**src/rtl/tx_frame_serializer.sv**
```systemverilog
// Parallel-to-serial transmit serializer with a one-word pending buffer.
// Optional even parity bit per frame: define TX_FRAME_PARITY_EN.
module tx_frame_serializer #(
  parameter int DATA_WIDTH = 32,
  parameter bit MSB_FIRST  = 1'b1,
  parameter bit IDLE_LEVEL = 1'b1
) (
  input  logic                  clk,
  input  logic                  n_rst,
  input  logic [DATA_WIDTH-1:0] tx_data,
  input  logic                  tx_valid,
  output logic                  tx_ready,
  input  logic                  shift_tick,
  output logic                  tx_out,
  output logic                  tx_busy,
  output logic                  tx_done
);

`ifdef TX_FRAME_PARITY_EN
  localparam int FW = DATA_WIDTH + 1;
`else
  localparam int FW = DATA_WIDTH;
`endif
  localparam int CW = $clog2(DATA_WIDTH + 1);
  localparam logic [CW-1:0] LAST = CW'(FW - 1);

  typedef enum logic {
    IDLE,
    SHIFT
  } state_t;

  state_t          state;
  logic [FW-1:0]   sreg;
  logic [FW-1:0]   pend;
  logic            pend_full;
  logic [CW-1:0]   cnt;
  logic            done_q;

  logic            accept;
  logic            last;
  logic            head;
  logic [FW-1:0]   shifted;

  // The frame is laid out so the head bit always leaves first; the
  // parity bit, when present, sits at the tail and leaves last.
  function automatic logic [FW-1:0] frame(
    input logic [DATA_WIDTH-1:0] d
  );
`ifdef TX_FRAME_PARITY_EN
    if (MSB_FIRST) return {d, ^d};
    else           return {^d, d};
`else
    return d;
`endif
  endfunction

  assign accept   = tx_valid && tx_ready;
  assign last     = (cnt == LAST);
  assign tx_ready = !pend_full;
  assign tx_busy  = (state == SHIFT);
  assign tx_done  = done_q;

  assign head = MSB_FIRST ? sreg[FW-1] : sreg[0];
  assign shifted = MSB_FIRST ? {sreg[FW-2:0], 1'b0}
                             : {1'b0, sreg[FW-1:1]};

  assign tx_out = (state == SHIFT) ? head : IDLE_LEVEL;

  // Frame sequencer: load, shift on tick, chain the next frame.
  always_ff @(posedge clk) begin
    if (!n_rst) begin
      state     <= IDLE;
      sreg      <= '0;
      pend      <= '0;
      pend_full <= 1'b0;
      cnt       <= '0;
      done_q    <= 1'b0;
    end else begin
      done_q <= 1'b0;
      unique case (state)
        IDLE: begin
          if (accept) begin
            sreg  <= frame(tx_data);
            cnt   <= '0;
            state <= SHIFT;
          end
        end
        SHIFT: begin
          if (shift_tick && last) begin
            done_q <= 1'b1;
            cnt    <= '0;
            if (pend_full) begin
              sreg      <= pend;
              pend_full <= 1'b0;
            end else if (accept) begin
              sreg <= frame(tx_data);
            end else begin
              state <= IDLE;
            end
          end else begin
            if (shift_tick) begin
              sreg <= shifted;
              cnt  <= cnt + CW'(1);
            end
            if (accept) begin
              pend      <= frame(tx_data);
              pend_full <= 1'b1;
            end
          end
        end
        default: state <= IDLE;
      endcase
    end
  end

endmodule

```
**config.mk**
```make
export PLATFORM = sky130hd
export DESIGN_NAME = tx_frame_serializer
export DESIGN_NICKNAME = d
export VERILOG_FILES = /design/src/rtl/tx_frame_serializer.sv
export SDC_FILE = /design/constraint.sdc
export NUM_CORES = 1
export LEC_CHECK = 0
export BUFFER_PORTS_ARGS = -buffer_cell sky130_fd_sc_hd__buf_2
export CORE_MARGIN = 5
export CORE_UTILIZATION = 49
export DETAILED_ROUTE_END_ITERATION = 7
export GPL_TIMING_DRIVEN = 1
export PLACE_DENSITY = 0.71
export SKIP_LAST_GASP = 1
export SLEW_MARGIN = 20
export SYNTH_ARGS = -nofsm -noshare
export SYNTH_HDL_FRONTEND = slang
export SYNTH_SLANG_ARGS = --single-unit
```
**constraint.sdc**
```tcl
create_clock -name clk -period 3.8 [get_ports clk]
set_input_delay 0.57 -clock clk [delete_from_list [all_inputs] [get_ports clk]]
set_output_delay 0.57 -clock clk [all_outputs]
set_load 0.005 [all_outputs]
```
# Word-level counts from Yosys, hierarchy flattened
# Index checks and enable logic that the tools add are counted.
# W data, S select, Z words.
# classes
addsub,1
n_eq_ne,3
n_mux,17
bitwise,2
reduce_logical,8
# ops
operator,count
$mux W32,4
$pmux W32 S2,1
$mux W6,3
$pmux W6 S2,1
$mux W1,7
$add A6 B1 Y6 const B,1
$eq A6 B5 Y1 const B,1
$reduce_and A2 Y1,3
$ne A3 B2 Y1 const B,1
$reduce_and A3 Y1,1
$logic_and A1 B1 Y1,2
$ne A2 B2 Y1 const B,1
$not A1 Y1,2
$pmux W1 S2,1
$reduce_bool A2 Y1,1
$logic_not A1 Y1,1
# word_totals
register_bits,73
in_bits,36
out_inout_bits,4
elab_cells,37

# Logic depth before layout (Yosys ltp)
# logic_depth
ltp_word,6
ltp_mapped,7
mapped_depth_nobuf,5

# Worst setup path after synthesis
# Ideal clock, no wire load.
# synth_timing
path_type,input to register
startpoint,in tx_valid
endpoint,reg sreg[24]
setup_time_ps,120
arrival_ps,1681
required_ps,3680
slack_ps,1999
path_stages,7
n_path_buf,3
path_cell_list,buf_6 -> or3b_1 -> buf_6 -> buf_6 -> nand3_2 -> nand2_1 -> o31a_1
# synth_between
elab_chain_len,5
# synth_rtl
element,line,text
from (decl),11,"input logic tx_valid,"
$logic_and A1 B1 Y1 (*),57,assign accept = tx_valid && tx_ready;
$mux W32 (*),-,
$mux W32 (2 in series),-,
$pmux W32 S2 (*),-,
to (signal assigned),83,sreg <= frame(tx_data);
to (signal assigned),93,sreg <= pend;
to (signal assigned),96,sreg <= frame(tx_data);
to (decl),33,logic [FW-1:0] sreg;
# Every way passes the cells marked *; elsewhere a longest branch is shown, timed or not.
# A chain may end at the register's enable or synchronous reset.

# Worst setup path in the final report
# layout_timing
startpoint,reg pend_full
endpoint,out tx_ready
# layout_between
elab_chain_len,1
# layout_rtl
element,line,text
from (decl),35,logic pend_full;
from (signal assigned),75,pend_full <= 1'b0;
from (signal assigned),94,pend_full <= 1'b0;
from (signal assigned),107,pend_full <= 1'b1;
$logic_not A1 Y1,59,assign tx_ready = !pend_full;
to (decl),12,"output logic tx_ready,"
# Every way passes these cells.

==> flow_metrics.env <==
export IMPL_status="finished clean"
export IMPL_synth_simple_gate_area_frac=0.198
export IMPL_worst_clock_skew_ps=10.2
export IMPL_grt_pass1_vias=3390
export IMPL_grt_max_degree=88
export IMPL_route_detailed_drc=0
export IMPL_period_share=0.730
export IMPL_firstDrtPassIters=5
export IMPL_antenna_found_initial=0
export IMPL_synth_edf_count=0
export IMPL_timing_fmax_mhz=361
export IMPL_final_max_slew_viol_count=0
export IMPL_io_pins=40
export IMPL_postCtsSetupRepairBufs=0
export IMPL_cts_resized=0
export IMPL_initialDrtViolationCount=287
export IMPL_nets=524
export IMPL_cp_start_kind="register"
export IMPL_synthXorXnorAreaFrac=0.00860
export IMPL_syn_area_mm2=0.00407
export IMPL_synthDistinctLibCells=41
export IMPL_synth_area_leader_cell="dfxtp_1"
export IMPL_routed_wl_um=9740
export IMPL_timing_worst_setup_path_type="reg -> out"
export IMPL_grtUsageTotal=0.195
export IMPL_ff2ff_path_depth=4
export IMPL_cts_tree="done"
export IMPL_synth_top_family_by_area="compound AO/OA/AOI/OAI gates"
export IMPL_setup_viol=0
export IMPL_syn_avg_cell_area_um2=8.40
export IMPL_worstPathArrival_ps=2200
export IMPL_mostFrequentLayoutCells="dfxtp_1, nand2_1, o21ai_0"
export IMPL_core_area_mm2=0.00818
export IMPL_chipHeight_um=101
export IMPL_dp_cells=581
export IMPL_hold_path_class="reg -> reg"
export IMPL_hold_buffers=0
export IMPL_seq_area_frac_synth=0.359
export IMPL_hold_viol_final=0
export IMPL_synth_seq_cells=73
export IMPL_synth_compound_area_frac=0.285
export IMPL_clock_latency_ps=340
export IMPL_synth_top_cell_area_share=0.359
export IMPL_ant_nets=0
export IMPL_drive_gt1_frac=0.161
export IMPL_fin_setup_tns_ps=0
export IMPL_power_density_mw_per_mm2=394
export IMPL_grt_first_pass_wirelength_um=16400
export IMPL_synth_adder_area_share=0.00307
export IMPL_n_antenna_cell=0
export IMPL_place_hpwl_um=5990
export IMPL_worstReg2RegEnd="sreg[2]"
export IMPL_gp_congestion=0.792
export IMPL_clockBufferDepth=2
export IMPL_whs_endpoint="pend[20]"
export IMPL_slew_headroom=0.312
export IMPL_post_route_util=0.535
export IMPL_p_leak_nw=1.76
export IMPL_reg2reg_slack_ps=1160
export IMPL_die_w_um=101
export IMPL_clock_sink_count=73
export IMPL_synthArstFlopShare=0
export IMPL_yosysWarnings=0
export IMPL_grt_overflow_total=0
export IMPL_muxShareOfSynthArea=0.0786
export IMPL_rsz0062_at_grt="no"
export IMPL_cts_max_level=3
export IMPL_fin_total_pwr_mw=1.72
export IMPL_stdcell_count=596
export IMPL_holdCritStartpoint="pend[20]"
export IMPL_detail_route_vias_per_cell=6.13
export IMPL_final_common_cell="dfxtp_1"
export IMPL_tightest_slew_ps=1030
export IMPL_ys_top_cells_by_area="dfxtp_1, mux2i_1, o21ai_0"
export IMPL_placementRows=33
export IMPL_critPathCaptureType="output pin"
export IMPL_cap_violations=0
export IMPL_die_area_mm2=0.0102
export IMPL_period_minus_slack_ps=2770
export IMPL_r2r_start="cnt[4]"
export IMPL_area_growth_pct=7.31
export IMPL_port_buffers=39
export IMPL_cts_made_buffers=9
export IMPL_vdd_drop_max_v=0.000204
export IMPL_drt_wirelength_per_cell_um=16.3
export IMPL_initial_core_util=0.498
export IMPL_cts_root_buffer="clkbuf_8"
export IMPL_min_path_cells=2
export IMPL_synth_cells=485
export IMPL_syn_num_nets=522
export IMPL_worstPathMaxFanout=29
export IMPL_critPathRequiredTime_ps=3230
export IMPL_clkTransAtPathRegs_ps=80
export IMPL_synthFlopType="dfxtp_1"
export IMPL_vias=3651
## critical path, cell delays in order (launching register included)
cell     delay (ps)
dfxtp_1         870
inv_1           670
buf_2           310
## power breakdown
| group | internal [mW] | switching [mW] | total [mW] | leakage [nW] |
|---|---|---|---|---|
| Combinational | 0.103 | 0.154 | 0.257 | 1.06 |
| Clock | 0.334 | 0.279 | 0.613 | 0.102 |
| Sequential | 0.810 | 0.0412 | 0.851 | 0.596 |
## area by class of cell
| class | count | area (um2) |
|---|---|---|
| Clock buffer | 12 | 155 |
| Clock inverter | 3 | 40.0 |
| Multi-Input combinational cell | 356 | 2340 |
| Fill cell | 780 | 3800 |
| Inverter | 3 | 11.3 |
| Tap cell | 105 | 131 |
| Timing Repair Buffer | 44 | 235 |
| Sequential cell | 73 | 1460 |
## registers in the layout (all words and copies together) (netlist names)
name,cells
cnt,6
pend,32
pend_full,1
sreg,32
tx_busy,1
tx_done,1
## metrics by stage
stage	instance area, um2	hold slack (ps)	setup slack [ps]
2_1_floorplan	4070	428	2000
5_1_grt	4370	460	921
6_report	4370	451	1030
3_5_place_dp	4180	440	1030
3_3_place_gp	4180	437	1100
4_1_cts	4370	441	1030
## logic make-up (layout without fill, tap and decap cells)
family / count (synthesis) / count (layout)
AND/OR/NAND/NOR: 161 / 161
AO/OA/AOI/OAI: 158 / 158
flip-flops: 73 / 73
buffers and inverters: 56 / 62
multiplexers: 32 / 32
XOR/XNOR: 4 / 4
adder cells (fa/ha/maj): 1 / 1
## synthesized netlist by cell type, types with 2 or more instances
library cell  count
o2111ai_1         2
clkbuf_1         26
o211ai_1         17
and3_1           15
nand2_1          62
o32ai_1           9
nand3_1          43
buf_6             5
a41o_1           17
xor2_1            4
dfxtp_1          73
buf_1             7
nand2b_1          2
o31a_1           14
a21oi_1          21
a211oi_1         13
mux2i_1          32
buf_2            11
and2b_1           2
buf_4             4
o21ai_0          48
inv_1             3
o21ai_1           3
nand3_2           7
nor2_1           21
o32ai_2           9
## routing by layer
layer,share of wire,GRT usage,vias to the layer above
met2,0.47,0.308,86
met4,0.012,0.0552,0
li1,-,-,1811
met3,0.046,0.0379,11
met1,0.48,0.272,1743
met5,0,0,-
## worst max path at each step
stage	endpoint	slack (ps)	from	cells past startpoint
after floorplan	sreg[24]	2000	tx_valid	7
after global placement	pend[17]	1100	shift_tick	4
after detailed placement	pend[31]	1030	shift_tick	4
after CTS	tx_ready	1030	pend_full	2
after global routing	tx_ready	920	pend_full	2
final	tx_ready	1030	pend_full	2
No activity file was read; power rests on OpenSTA's default activity.
